==> config.mk <==
export PLATFORM = sky130hd
export DESIGN_NAME = ifu
export DESIGN_NICKNAME = d
export VERILOG_FILES = /design/src/rtl/ifu.sv
export SDC_FILE = /design/constraint.sdc
export NUM_CORES = 1
export LEC_CHECK = 0
export ABC_AREA = 1
export CAP_MARGIN = 15
export CORE_MARGIN = 2
export CORE_UTILIZATION = 55
export DETAILED_ROUTE_END_ITERATION = 7
export PLACE_DENSITY = 0.81
export SETUP_SLACK_MARGIN = 0.1
export SLEW_MARGIN = 20
export SYNTH_ARGS = -nofsm -noshare
export SYNTH_HDL_FRONTEND = slang
export SYNTH_SLANG_ARGS = --single-unit
==> constraint.sdc <==
create_clock -name clk -period 4 [get_ports clk]
set_input_delay 0.8 -clock clk [delete_from_list [all_inputs] [get_ports clk]]
set_output_delay 0.8 -clock clk [all_outputs]
set_load 0.05 [all_outputs]
==> src/rtl/ifu.sv <==
// ifu -- instruction fetch unit.
// Issues sequential word-aligned fetch addresses to instruction memory.
// Buffers in-order responses with their PCs in a small FIFO.
// Presents the FIFO head to the EXU under valid/ready.
// Applies taken/offset redirects by flushing the FIFO and re-steering fetch.
// Optional build macro: IFU_BYPASS_EN. When defined, a response arriving while
// the buffer is empty and nothing is being dropped goes straight to the EXU in
// the same cycle.
module ifu #(
  parameter int unsigned    AW         = 32,
  parameter int unsigned    DW         = 32,
  parameter int unsigned    FIFO_DEPTH = 4,
  parameter int unsigned    MAX_OS     = 2,
  parameter logic [AW-1:0]  RST_PC     = '0
) (
  input  logic          clk,
  input  logic          rst_n,
  output logic          ifu2mem_req_vld,
  input  logic          ifu2mem_req_rdy,
  output logic [AW-1:0] ifu2mem_req_addr,
  input  logic          mem2ifu_rsp_vld,
  input  logic [DW-1:0] mem2ifu_rsp_data,
  output logic          ifu2exu_req_vld,
  input  logic          ifu2exu_req_rdy,
  output logic [DW-1:0] ifu2exu_req_ir,
  output logic [AW-1:0] ifu2exu_req_pc,
  input  logic          exu2ifu_taken,
  input  logic [DW-1:0] exu2ifu_offset
);

  // Pointer width into the buffer.
  localparam int unsigned PW = (FIFO_DEPTH > 1) ? $clog2(FIFO_DEPTH) : 1;
  // Counter width, with one spare bit so fifo_cnt + os_cnt cannot overflow.
  localparam int unsigned CW = $clog2(FIFO_DEPTH + 1) + 1;

  logic          r_run;
  logic [AW-1:0] r_fpc;
  logic [AW-1:0] r_rpc;
  logic [CW-1:0] r_os_cnt;
  logic [CW-1:0] r_drop_cnt;
  logic [CW-1:0] r_fifo_cnt;
  logic [PW-1:0] r_wr_ptr;
  logic [PW-1:0] r_rd_ptr;
  logic [DW-1:0] r_fifo_ir [FIFO_DEPTH];
  logic [AW-1:0] r_fifo_pc [FIFO_DEPTH];

  logic          w_fifo_empty;
  logic [CW-1:0] w_occ;
  logic          w_req_hs;
  logic          w_rsp_keep;
  logic          w_rsp_drop;
  logic          w_byp;
  logic          w_xfer;
  logic          w_redirect;
  logic          w_pop;
  logic          w_push;
  logic [AW-1:0] w_sum;
  logic [AW-1:0] w_target;
  logic [CW-1:0] w_os_nxt;

  assign w_fifo_empty = (r_fifo_cnt == '0);

  // Committed buffer slots: entries held plus responses still to be kept.
  assign w_occ = r_fifo_cnt + r_os_cnt - r_drop_cnt;

  // Request is combinational from registered state only.
  // r_run holds the request low while in reset.
  assign ifu2mem_req_vld  = r_run && (r_os_cnt < CW'(MAX_OS)) && (w_occ < CW'(FIFO_DEPTH));
  assign ifu2mem_req_addr = r_fpc;
  assign w_req_hs         = ifu2mem_req_vld && ifu2mem_req_rdy;

  assign w_rsp_keep = mem2ifu_rsp_vld && (r_drop_cnt == '0);
  assign w_rsp_drop = mem2ifu_rsp_vld && (r_drop_cnt != '0);

`ifdef IFU_BYPASS_EN
  assign w_byp = r_run && w_fifo_empty && w_rsp_keep;
`else
  assign w_byp = 1'b0;
`endif

  // EXU presentation: the FIFO head, or the live response when bypassing.
  assign ifu2exu_req_vld = !w_fifo_empty || w_byp;
  assign ifu2exu_req_ir  = w_byp ? mem2ifu_rsp_data : r_fifo_ir[r_rd_ptr];
  assign ifu2exu_req_pc  = w_byp ? r_rpc : r_fifo_pc[r_rd_ptr];

  assign w_xfer     = ifu2exu_req_vld && ifu2exu_req_rdy;
  assign w_redirect = w_xfer && exu2ifu_taken;
  assign w_pop      = w_xfer && !w_byp;
  assign w_push     = w_rsp_keep && !(w_byp && w_xfer);

  // Redirect target: the transferred PC plus offset, forced to a word address.
  assign w_sum    = ifu2exu_req_pc + exu2ifu_offset[AW-1:0];
  assign w_target = {w_sum[AW-1:2], 2'b00};

  // Outstanding requests after this cycle. A same-cycle handshake counts;
  // a same-cycle response does not, since it has already completed.
  assign w_os_nxt = r_os_cnt + CW'(w_req_hs) - CW'(mem2ifu_rsp_vld);

  // Run flag: enables fetching from the first cycle after reset release.
  always_ff @(posedge clk or negedge rst_n) begin
    if (!rst_n) begin
      r_run <= 1'b0;
    end else begin
      r_run <= 1'b1;
    end
  end

  // Fetch PC, response PC, outstanding and drop bookkeeping.
  always_ff @(posedge clk or negedge rst_n) begin
    if (!rst_n) begin
      r_fpc      <= RST_PC;
      r_rpc      <= RST_PC;
      r_os_cnt   <= '0;
      r_drop_cnt <= '0;
    end else begin
      r_os_cnt <= w_os_nxt;
      if (w_redirect) begin
        r_fpc      <= w_target;
        r_rpc      <= w_target;
        r_drop_cnt <= w_os_nxt;
      end else begin
        if (w_req_hs) begin
          r_fpc <= r_fpc + AW'(4);
        end
        if (w_rsp_keep) begin
          r_rpc <= r_rpc + AW'(4);
        end
        if (w_rsp_drop) begin
          r_drop_cnt <= r_drop_cnt - CW'(1);
        end
      end
    end
  end

  // Instruction buffer pointers and occupancy; a redirect empties it.
  always_ff @(posedge clk or negedge rst_n) begin
    if (!rst_n) begin
      r_wr_ptr   <= '0;
      r_rd_ptr   <= '0;
      r_fifo_cnt <= '0;
    end else if (w_redirect) begin
      r_wr_ptr   <= '0;
      r_rd_ptr   <= '0;
      r_fifo_cnt <= '0;
    end else begin
      if (w_push) begin
        r_wr_ptr <= r_wr_ptr + PW'(1);
      end
      if (w_pop) begin
        r_rd_ptr <= r_rd_ptr + PW'(1);
      end
      r_fifo_cnt <= r_fifo_cnt + CW'(w_push) - CW'(w_pop);
    end
  end

  // Instruction buffer storage.
  // Cleared on reset so the EXU-side ir/pc outputs read zero.
  always_ff @(posedge clk or negedge rst_n) begin
    if (!rst_n) begin
      for (int i = 0; i < int'(FIFO_DEPTH); i++) begin
        r_fifo_ir[i] <= '0;
        r_fifo_pc[i] <= '0;
      end
    end else if (w_push) begin
      r_fifo_ir[r_wr_ptr] <= mem2ifu_rsp_data;
      r_fifo_pc[r_wr_ptr] <= r_rpc;
    end
  end

`ifndef SYNTHESIS
  // The request rule reserves a slot for every kept response.
  a_no_overflow : assert property (@(posedge clk) disable iff (!rst_n)
    !(w_push && !w_pop && (r_fifo_cnt == CW'(FIFO_DEPTH))));
`endif

endmodule

# After elaboration in Yosys (flattened, before gate mapping)
# Index checks and enable logic that the tools add are counted.
dict set report word_totals {
  wordCells 72
  regBits 337
  output_inout_bits 98
}
dict set report op_classes {
  addsub 12
  reduce_logical 16
  n_bitwise 2
  n_mux 21
  order_cmp 5
}
# op count
set ops {}
lappend ops {{$mux W32} 9}
lappend ops {{$bwmux W128} 2}
lappend ops {{$bmux W32 S2} 2}
lappend ops {{$add A32 B3 Y32 const B} 2}
lappend ops {{$demux W32 S2} 1}
lappend ops {{$add A32 B32 Y32} 1}
lappend ops {{$mux W4} 3}
lappend ops {{$add A4 B1 Y4} 2}
lappend ops {{$logic_and A1 B1 Y1} 8}
lappend ops {{$logic_not A4 Y1} 2}
lappend ops {{$mux W2} 4}
lappend ops {{$reduce_bool A2 Y1} 4}
lappend ops {{$sub A4 B1 Y4} 2}
lappend ops {{$ge A3 B3 Y1 const B} 2}
lappend ops {{$not A2 Y3} 2}
lappend ops {{$add A2 B1 Y2 const B} 2}
lappend ops {{$add A4 B4 Y4} 1}
lappend ops {{$lt A4 B2 Y1 const B} 1}
lappend ops {{$lt A4 B3 Y1 const B} 1}
lappend ops {{$reduce_bool A4 Y1} 1}
lappend ops {{$sub A4 B1 Y4 const B} 1}
lappend ops {{$sub A4 B4 Y4} 1}
lappend ops {{$lt A3 B1 Y1 const B} 1}
lappend ops {{$logic_not A1 Y1} 1}

# Longest topological paths before layout
# Gate-level depths: netlist (run 1).
dict set report logic_depth {
  ltp_word 8
  depth_mapped 20
}

# Least setup slack after synthesis (run 1)
# OpenSTA, ideal clock, no wires.
dict set report synth_path {
  kind {reg-to-reg}
  from {register r_rd_ptr[0]}
  to {register r_fpc[17], in the netlist ifu2mem_req_addr[17]}
  t_arrival_ns 3.297
  setup_time_ns 0.118
  path_buffers 3
  stages_incl_launch_ff 18
  path_slack_ns 0.585
  cell_sequence {dfrtp_1 -> buf_2 -> inv_2 -> buf_2 -> clkbuf_1 -> nor2_1 -> o22ai_1 -> ha_1 -> or2_0 -> nand3_1 -> nand2_1 -> and2_1 -> nor2_1 -> nand2_1 -> nand3_1 -> o21ai_0 -> nand2_1 -> nand2_1}
}
dict set report synth_via {
  elab_chain_cells 6
}
# item line_no
set synth_lines {}
lappend synth_lines {{from (decl)} 43} ;# logic [PW-1:0] r_rd_ptr;
lappend synth_lines {{from (signal assigned)} 150} ;# r_rd_ptr <= r_rd_ptr + PW'(1);
lappend synth_lines {{$not A2 Y3 (not written as such)} 84} ;# assign ifu2exu_req_pc = w_byp ? r_rpc : r_fifo_pc[r_rd_ptr];
lappend synth_lines {{$bmux W32 S2} 84}
lappend synth_lines {{$mux W32 (not written as such) (2 in a row)} 84}
lappend synth_lines {{via ifu2exu_req_pc[4]} 26} ;# output logic [AW-1:0] ifu2exu_req_pc,
lappend synth_lines {{$add A32 B32 Y32} 92} ;# assign w_sum = ifu2exu_req_pc + exu2ifu_offset[AW-1:0];
lappend synth_lines {{$mux W32} 117} ;# if (w_redirect) begin
lappend synth_lines {{to (signal assigned)} 118} ;# r_fpc <= w_target;
lappend synth_lines {{to (signal assigned)} 123} ;# r_fpc <= r_fpc + AW'(4);
lappend synth_lines {{to (decl)} 37} ;# logic [AW-1:0] r_fpc;
# The timed path passes the listed nets, and every way through them passes these cells. The select of a mux whose other input is x is not followed.
# A chain may end at the register's enable or synchronous reset.

# Worst setup path in the final report (run 1)
dict set report layout_path {
  from {register r_rd_ptr[0]}
  to {output ifu2exu_req_ir[31]}
}
dict set report layout_via {
  elab_chain_cells 4
}
# item line_no
set layout_lines {}
lappend layout_lines {{$not A2 Y3 (not written as such)} 83} ;# assign ifu2exu_req_ir = w_byp ? mem2ifu_rsp_data : r_fifo_ir[r_rd_ptr];
lappend layout_lines {{$bmux W32 S2} 83}
lappend layout_lines {{$mux W32 (not written as such) (2 in a row)} 83}
lappend layout_lines {{to (decl)} 25} ;# output logic [DW-1:0] ifu2exu_req_ir,
# Every way passes these cells. The select of a mux whose other input is x is not followed.

==> flow_metrics.tcl, run 1 <==
set metrics [dict create \
    status "finished clean" \
    synth_area_leaders "dfrtp_1 (45%), nand2_1 (13%), o21ai_0 (12%)" \
    syn_area_per_cell_um2 7.49 \
    antenna_found_initial 0 \
    seqPwrFrac_pct 26.1 \
    layout_min_cycle_time_ps 3740 \
    p_leak_nw 10.3 \
    yosysMostFrequentCell "nand2_1" \
    synth_edf_count 0 \
    required_ps 3200 \
    path_delay_family "buffers and inverters" \
    cp_data_arrival_time_ps 2940 \
    period_share_pct 93.6 \
    start_util_pct 55.5 \
    synthTopCellsByCount "nand2_1 (629), o21ai_0 (428), dfrtp_1 (325)" \
    io_buffers 161 \
    h-tree-depth 2 \
    grt_pass1_wl_um 82200 \
    crit_slowest_cell "buf_4" \
    dp.cells 2916 \
    grt_max_degree 109 \
    synth_cells 2398 \
    viasPerCell 5.67 \
    routabilityCongestion 0.947 \
    p_per_area_nw_per_um2 953 \
    slowest_delay_ps 630 \
    detail_route.wl_per_cell_um 17.2 \
    relSlewSlack_pct 41.2 \
    grt_pass1_vias 16200 \
    path_cells "buf_4, buf_4, o21ai_0, o22ai_1, buf_4" \
    dr.pass1.iters 5 \
    hold_viol_final 0 \
    p_sw_mw 10.1 \
    finClkSkew_ps 25.7 \
    cts_buffer_depth 3 \
    drt_iter0_markers 1732 \
    postCtsSetupBuffers 0 \
    cts_root_buf "clkbuf_16" \
    postCtsHoldBufs 0 \
    chipHeight_um 185 \
    cp_max_fo 64 \
    worstSetupPathType "flop to primary output" \
    cp-start-kind "flop" \
    rows 66 \
    detail_route.wirelength_um 51400 \
    yosys.area.top_type "dfrtp_1" \
    cts_tree "yes" \
    grt_overflow 0 \
    power_frac_comb_pct 56.4 \
    hpwl_um 35100 \
    seq_area_frac_synth_pct 45.3 \
    synthFlopType "dfrtp_1" \
    setup_viol 0 \
    drv_slew 0 \
    drive_gt1_share_pct 7.99 \
    maxCapViolCount 0 \
    finalNetCount 2637 \
    clk_pin_slew_ps 60 \
    ir_drop_mv 0.565 \
    crit_path_end_kind "primary output" \
    cts_num_sinks 325 \
    cp_num_buf_inv 3 \
    diodes 0 \
    p_clk_share_pct 17.5 \
    syn_area_um2 18000 \
    synth-async-reset-ratio_pct 100 \
    grt_use_total_pct 30.4 \
    synth_top_area_share_pct 45.3 \
    min_path_type "input pin to async pin" \
    tns_ps 0 \
    io_pins 168 \
    drc_errors 0 \
    rsz0062_at_grt "false" \
    critPathMostFrequentCell "buf_4" \
    die_x_um 185 \
    synth-warning-count 0 \
    fp.coreArea_um2 32400 \
    area_growth_pct 17.5 \
    fin_cells 2984 \
    worst_slew_pin_slew_ps 883 \
    vias 16900 \
    fmax_mhz 267 \
    clk_latency_ps 540 \
    ys_ff_latch 325 \
    yosys.cell_types.count 49 \
    die_area_um2 34100 \
    p_int_mw 9.99 \
    postRouteAntennaNets 0 \
    n_fill_cell 2833 \
    cts_buffers 37 \
    swShare_pct 50.3 \
]
## registers in the layout (all words and copies together), names as in the netlist
| register | count |
|---|---|
| r_drop_cnt | 4 |
| r_rpc | 30 |
| r_wr_ptr | 2 |
| r_run | 1 |
| r_fifo_ir | 128 |
| ifu2mem_req_addr | 30 |
| r_rd_ptr | 2 |
| r_fifo_pc | 120 |
| r_fifo_cnt | 4 |
| r_os_cnt | 4 |
## cell usage in the layout (no fill, tap or decap), types with 7 or more instances in the layout
master | netlist | routed
nand2_1 | 629 | 628
o21ai_0 | 428 | 428
dfrtp_1 | 325 | 323
nor2_1 | 244 | 244
inv_1 | 205 | 204
clkdlybuf4s50_1 | 0 | 97
nand3_1 | 93 | 93
buf_4 | 6 | 83
a21oi_1 | 62 | 62
o22ai_1 | 61 | 61
ha_1 | 50 | 50
clkbuf_16 | 0 | 38
xor2_1 | 22 | 22
nor3_1 | 19 | 19
o21ai_1 | 19 | 19
nand4_1 | 15 | 15
inv_2 | 12 | 11
nand3b_1 | 10 | 10
a31oi_1 | 9 | 9
clkbuf_8 | 0 | 9
buf_12 | 0 | 9
clkinv_2 | 0 | 8
xnor2_1 | 7 | 7
a22oi_1 | 7 | 7
## what timing repair did
action	CTS	global route
cloned	0	0
endpoints found under the setup margin	1	1
pin swaps	0	0
resized for setup	1	2
## power groups by stage
stage	sequential, mW	clock, mW	combinational (mW)
final	5.25	3.51	11.3
after global routing	5.39	3.70	12.4
after CTS	5.22	3.55	11.2
after detailed placement	5.25	0	11.2
after global placement	5.21	0	11.0
after floorplan	5.52	0	7.46
## stage by stage
| step | area, um^2 | worst slack, ps | power [mW] | hold slack [ps] | utilization, % |
|---|---|---|---|---|---|
| CTS | 21100 | 163 | 20.0 | 362 | 65.2 |
| detailed placement | 19800 | 476 | 16.4 | 468 | 61.2 |
| finish | 21100 | 256 | 20.1 | 303 | 65.2 |
| global placement | 19800 | 501 | 16.2 | 460 | 61.2 |
| floorplan | 18000 | 585 | 13.0 | 448 | - |
| global route | 21100 | 127 | 21.5 | 375 | 65.2 |
## per-layer routing
metal / track usage, % / wire, um / vias to the layer above
met5: 0 / 0 / -
met2: 49.0 / 23400 / 695
met3: 5.26 / 3900 / 118
li1: - / - / 8100
met4: 11.7 / 1840 / 0
met1: 41.2 / 22200 / 8016
## logic make-up after synthesis
logic type	synth area share, %
xor+xnor	1.41
other cells	0.0418
compound gates	18.0
flops	45.3
fa+ha+maj	3.93
simple gates	23.9
buf+inv	7.46
## path summary, 6_finish.rpt
check / startpoint / to / slack [ps] / cells past startpoint
max in group asynchronous: rst_n / r_rpc[3]$_DFFE_PN0N_ / 2740 / 2
max reg2reg: r_rd_ptr[1]$_DFFE_PN0P_ / ifu2mem_req_addr[22]$_DFFE_PN0N_ / 520 / 13
max: r_rd_ptr[0]$_DFFE_PN0P_ / ifu2exu_req_ir[31] / 260 / 5
min: rst_n / r_fifo_ir[17]$_DFFE_PN0P_ / 300 / 1
min in group clk: r_fifo_ir[49]$_DFFE_PN0P_ / r_fifo_ir[49]$_DFFE_PN0P_ / 480 / 2
min reg2reg: r_fifo_ir[49]$_DFFE_PN0P_ / r_fifo_ir[49]$_DFFE_PN0P_ / 480 / 2
## final cells by class
class                           instances  area (um^2)  share of cell area, %
Inverter                              217          816                   3.87
Sequential cell                       325         8140                   38.6
Clock inverter                         15          184                  0.872
Tap cell                              442          553                   2.62
Multi-Input combinational cell       1741         8510                   40.4
Timing Repair Buffer                  191         1790                   8.51
Clock buffer                           53         1100                   5.20
Note: power is estimated with default switching activity, not from simulation.
==> run 2: changes to the inputs <==
CTS_CLUSTER_DIAMETER = 30   (was unset)
==> run 2 against run 1 <==
Against the previous run: clock power grew 70%; critical path depth did not move; setup slack worse by 6.0 ps; power increased by 13%; fmax down 0.16%; clock-buffer cell count is 37 higher; largest power group unchanged; highest routed layer unchanged.
==> flow_metrics.tcl, run 2 (same netlist as run 1, synthesis figures left out) <==
set metrics [dict create \
    status "finished clean" \
    finClkSkew_ps 26.4 \
    layout.cells.most_common "nand2_1" \
    antenna_found_initial 0 \
    power.total_mw 22.6 \
    path_cells "buf_4, buf_4, o21ai_0, o22ai_1, buf_4" \
    worstSetupPathType "flop to primary output" \
    grt_max_degree 109 \
    dr.pass1.iters 7 \
    viasPerCell 5.69 \
    cts_buffers 71 \
    cts_num_sinks 325 \
    tns_ps 0 \
    drv_slew 0 \
    die_area_um2 34100 \
    io_buffers 161 \
    cp-start-kind "flop" \
    postCtsSetupBuffers 0 \
    grt_use_total_pct 31.6 \
    detail_route.wl_per_cell_um 17.4 \
    crit_slowest_cell "buf_4" \
    setup_viol 0 \
    layout_min_cycle_time_ps 3750 \
    area_growth_pct 24.2 \
    drt_iter0_markers 1881 \
    reg_top3 "r_fifo_ir (128), r_fifo_pc (120)" \
    drive_gt1_share_pct 10.0 \
    grt_pass1_wl_um 85200 \
    cts_root_buf "clkbuf_16" \
    grt_overflow 0 \
    clk_latency_ps 570 \
    register_area_um2 8140 \
    ir_drop_mv 0.632 \
    regMostFlops "r_fifo_ir" \
    start_util_pct 55.5 \
    grt_pass1_vias 16900 \
    fmax_mhz 267 \
    min_path_type "input pin to async pin" \
    slowest_delay_ps 630 \
    postCtsHoldBufs 0 \
    finalNetCount 2671 \
    io_pins 168 \
    fp.coreArea_um2 32400 \
    largest_reg_flops 128 \
    critPathMostFrequentCell "buf_4" \
    postRouteAntennaNets 0 \
    n_fill_cell 2622 \
    routabilityCongestion 0.947 \
    multiInputGateArea_um2 8510 \
    hpwl_um 35100 \
    required_ps 3200 \
    p_per_area_nw_per_um2 1020 \
    period_share_pct 93.8 \
    rows 66 \
    cts_tree "yes" \
    detail_route.wirelength_um 53000 \
    relSlewSlack_pct 40.1 \
    diodes 0 \
    vias 17300 \
    worst_slew_pin_slew_ps 899 \
    cp_max_fo 64 \
    maxCapViolCount 0 \
    cts_buffer_depth 3 \
    rsz0062_at_grt "false" \
    drc_errors 0 \
    hold_viol_final 0 \
    die_x_um 185 \
    cp_data_arrival_time_ps 2950 \
    chipHeight_um 185 \
    crit_path_end_kind "primary output" \
    p_leak_nw 10.8 \
    clk_pin_slew_ps 50 \
    final_cell_mix "nand2_1 (628), o21ai_0 (428), dfrtp_1 (323)" \
    h-tree-depth 3 \
]
==> run 2: cell count changes in the layout (fill, tap and decap cells not counted) <==
cell,delta
clkinv_2,+6
clkinvlp_4,+4
clkinv_8,-1
bufinv_16,+6
clkinv_4,+2
inv_6,+4
clkbuf_8,-1
clkbuf_1,+1
clkbuf_16,+37
==> run 2: critical path, delay by kind of cell, from the launching register on <==
family / cells / cell delay, ps
compound gates: 2 / 530
buf+inv: 3 / 1390
flops: 1 / 400
==> run 2: power breakdown <==
part,switching (mW),internal (mW),total [mW]
Clock,1.85,4.13,5.98
Sequential,0.865,4.41,5.28
Combinational,7.92,3.47,11.4
Total,10.6,12.0,22.6
==> run 2: routing by layer <==
| layer | global-route usage, % | vias up | wire, um |
|---|---|---|---|
| met5 | 0 | - | 0 |
| met4 | 12.1 | 0 | 1650 |
| met3 | 6.64 | 126 | 3920 |
| met2 | 52.2 | 728 | 25000 |
| met1 | 41.0 | 8253 | 22500 |
| li1 | - | 8209 | - |
==> run 2: final timing paths <==
check	depth (start not counted)	slack (ps)	start	to
max	5	250	r_rd_ptr[0]$_DFFE_PN0P_	ifu2exu_req_ir[31]
min	1	270	rst_n	r_fifo_ir[17]$_DFFE_PN0P_
max reg2reg	13	480	r_rd_ptr[1]$_DFFE_PN0P_	ifu2mem_req_addr[22]$_DFFE_PN0N_
min reg2reg	2	480	r_fifo_ir[49]$_DFFE_PN0P_	r_fifo_ir[49]$_DFFE_PN0P_
max in group asynchronous	2	2770	rst_n	r_rpc[2]$_DFFE_PN0N_
min in group clk	2	480	r_fifo_ir[49]$_DFFE_PN0P_	r_fifo_ir[49]$_DFFE_PN0P_
==> run 2: area by class of cell <==
| class | count | share of cell area, % |
|---|---|---|
| Inverter | 217 | 3.66 |
| Timing Repair Buffer | 191 | 8.05 |
| Sequential cell | 325 | 36.5 |
| Clock buffer | 90 | 9.03 |
| Multi-Input combinational cell | 1741 | 38.2 |
| Tap cell | 442 | 2.48 |
| Clock inverter | 36 | 2.07 |
==> run 2: stage by stage <==
| stage | instances | utilization, % | hold slack (ps) | area [um^2] | setup WS (ps) |
|---|---|---|---|---|---|
| after floorplan | 2401 | - | 448 | 18000 | 585 |
| after global placement | 2916 | 61.2 | 460 | 19800 | 501 |
| after detailed placement | 2916 | 61.2 | 468 | 19800 | 476 |
| after CTS | 3042 | 68.9 | 326 | 22300 | 151 |
| after global routing | 3042 | 68.9 | 369 | 22300 | 156 |
| final | 3042 | 68.9 | 272 | 22300 | 250 |
==> run 2: what timing repair did <==
action,4_1_cts,5_1_grt
resized for setup,1,2
endpoints found under the hold margin,0,0
endpoints found under the setup margin,1,1
==> run 3: changes to the inputs <==
CTS_CLUSTER_SIZE = 40   (was unset)
==> run 3 against run 2 <==
Against the previous run: register-to-register slack better by 20 ps; via count hardly changed; die area stayed put; first-iteration DRC count is 1.4% lower; fmax is 0.20% higher.
==> flow_metrics.tcl, run 3 (same netlist as run 1, synthesis figures left out) <==
set metrics [dict create \
    status "finished clean" \
    place_area_um2 19800 \
    postRouteAntennaNets 0 \
    p_per_area_nw_per_um2 1020 \
    ir_drop_mv 0.631 \
    hpwl_um 35100 \
    dr.pass1.iters 6 \
    final_area_um2 22300 \
    rows 66 \
    start_util_pct 55.5 \
    cts_buffers 71 \
    io_buffers 161 \
    crit_path_end_kind "primary output" \
    grt_use_total_pct 31.7 \
    layout_min_cycle_time_ps 3740 \
    drive_gt1_share_pct 10.0 \
    die_area_um2 34100 \
    cts_tree "yes" \
    chipHeight_um 185 \
    p_leak_nw 10.8 \
    min_path_type "input pin to async pin" \
    detail_route.wl_per_cell_um 17.5 \
    regMostFlops "r_fifo_ir" \
    required_ps 3200 \
    maxCapViolCount 0 \
    tns_ps 0 \
    diodes 0 \
    cp-start-kind "flop" \
    cts_num_sinks 325 \
    fp.coreArea_um2 32400 \
    io_pins 168 \
    cts_buffer_depth 3 \
    setup_viol 0 \
    grt_pass1_wl_um 85400 \
    power.total_mw 22.6 \
    routabilityCongestion 0.947 \
    drt_iter0_markers 1855 \
    rsz0062_at_grt "false" \
    drc_errors 0 \
    cp_data_arrival_time_ps 2940 \
    grt_overflow 0 \
    clk_latency_ps 570 \
    detail_route.wirelength_um 53300 \
    finClkSkew_ps 22.9 \
    viasPerCell 5.70 \
    layout.cells.most_common "nand2_1" \
    worst_slew_pin_slew_ps 872 \
    postCtsHoldBufs 0 \
    h-tree-depth 3 \
    antenna_found_initial 0 \
    drv_slew 0 \
    power_frac_comb_pct 50.3 \
    p_int_mw 12.0 \
    clk_pin_slew_ps 50 \
    postCtsSetupBuffers 0 \
    swShare_pct 47.0 \
    die_x_um 185 \
    area_growth_pct 24.2 \
    finalNetCount 2671 \
    final_cell_mix "nand2_1 (628), o21ai_0 (428), dfrtp_1 (323)" \
    fmax_mhz 267 \
    p_clk_share_pct 26.4 \
    relSlewSlack_pct 41.8 \
    vias 17300 \
    p_sw_mw 10.6 \
    largest_reg_flops 128 \
    hold_viol_final 0 \
    seqPwrFrac_pct 23.3 \
    cts_root_buf "clkbuf_16" \
    grt_pass1_vias 16800 \
    grt_max_degree 109 \
    period_share_pct 93.6 \
    cp_max_fo 64 \
    reg_top3 "r_fifo_ir (128), r_fifo_pc (120)" \
    worstSetupPathType "flop to primary output" \
]
==> run 3: metal layers <==
layer | up-vias | global-route usage, % | wire length, um
li1 | 8211 | - | -
met1 | 8233 | 41.6 | 22100
met2 | 753 | 52.0 | 25100
met3 | 135 | 6.01 | 4250
met4 | 0 | 13.0 | 1880
met5 | - | 0 | 0
==> run 3: final cells by class <==
type | instances | area, um^2
Fill cell | 2621 | 10100
Timing Repair Buffer | 191 | 1790
Tap cell | 442 | 553
Multi-Input combinational cell | 1741 | 8510
Inverter | 217 | 816
Sequential cell | 325 | 8140
Clock buffer | 90 | 2010
Clock inverter | 36 | 460
==> run 3: metrics by stage <==
stage                     utilization (%)  hold slack, ps  instances  setup WS, ps
after floorplan                         -             448       2401           585
after global placement               61.2             460       2916           501
after detailed placement             61.2             468       2916           476
after CTS                            68.9             326       3042           151
after global routing                 68.9             371       3042           144
final                                68.9             289       3042           257
==> run 3: timing repair <==
action,4_1_cts,5_1_grt
resized for setup,1,2
pin swaps,0,0
endpoints found under the setup margin,1,1
==> run 3: power by group through the flow <==
stage / Clock [mW] / Sequential [mW] / Combinational [mW]
final: 5.97 / 5.28 / 11.4
after global routing: 6.21 / 5.41 / 12.4
after CTS: 6.03 / 5.25 / 11.3
after detailed placement: 0 / 5.25 / 11.2
after global placement: 0 / 5.21 / 11.0
after floorplan: 0 / 5.52 / 7.46
==> run 3: final timing paths <==
check / from / to / slack (ps) / cells after the start
worst min register to register: r_fifo_ir[49]$_DFFE_PN0P_ / r_fifo_ir[49]$_DFFE_PN0P_ / 480 / 2
worst max-delay path: r_rd_ptr[0]$_DFFE_PN0P_ / ifu2exu_req_ir[31] / 260 / 5
worst max register to register: r_rd_ptr[1]$_DFFE_PN0P_ / ifu2mem_req_addr[15]$_DFFE_PN0N_ / 500 / 14
worst min-delay path: rst_n / r_fifo_ir[46]$_DFFE_PN0P_ / 290 / 1
min in group clk: r_fifo_ir[49]$_DFFE_PN0P_ / r_fifo_ir[49]$_DFFE_PN0P_ / 480 / 2
max in group asynchronous: rst_n / r_rpc[2]$_DFFE_PN0N_ / 2760 / 2
==> run 3: critical path, cell delays in order (launching register included) <==
cell	delay, ps
dfrtp_4	400
buf_4	510
buf_4	640
o21ai_0	220
o22ai_1	300
buf_4	250
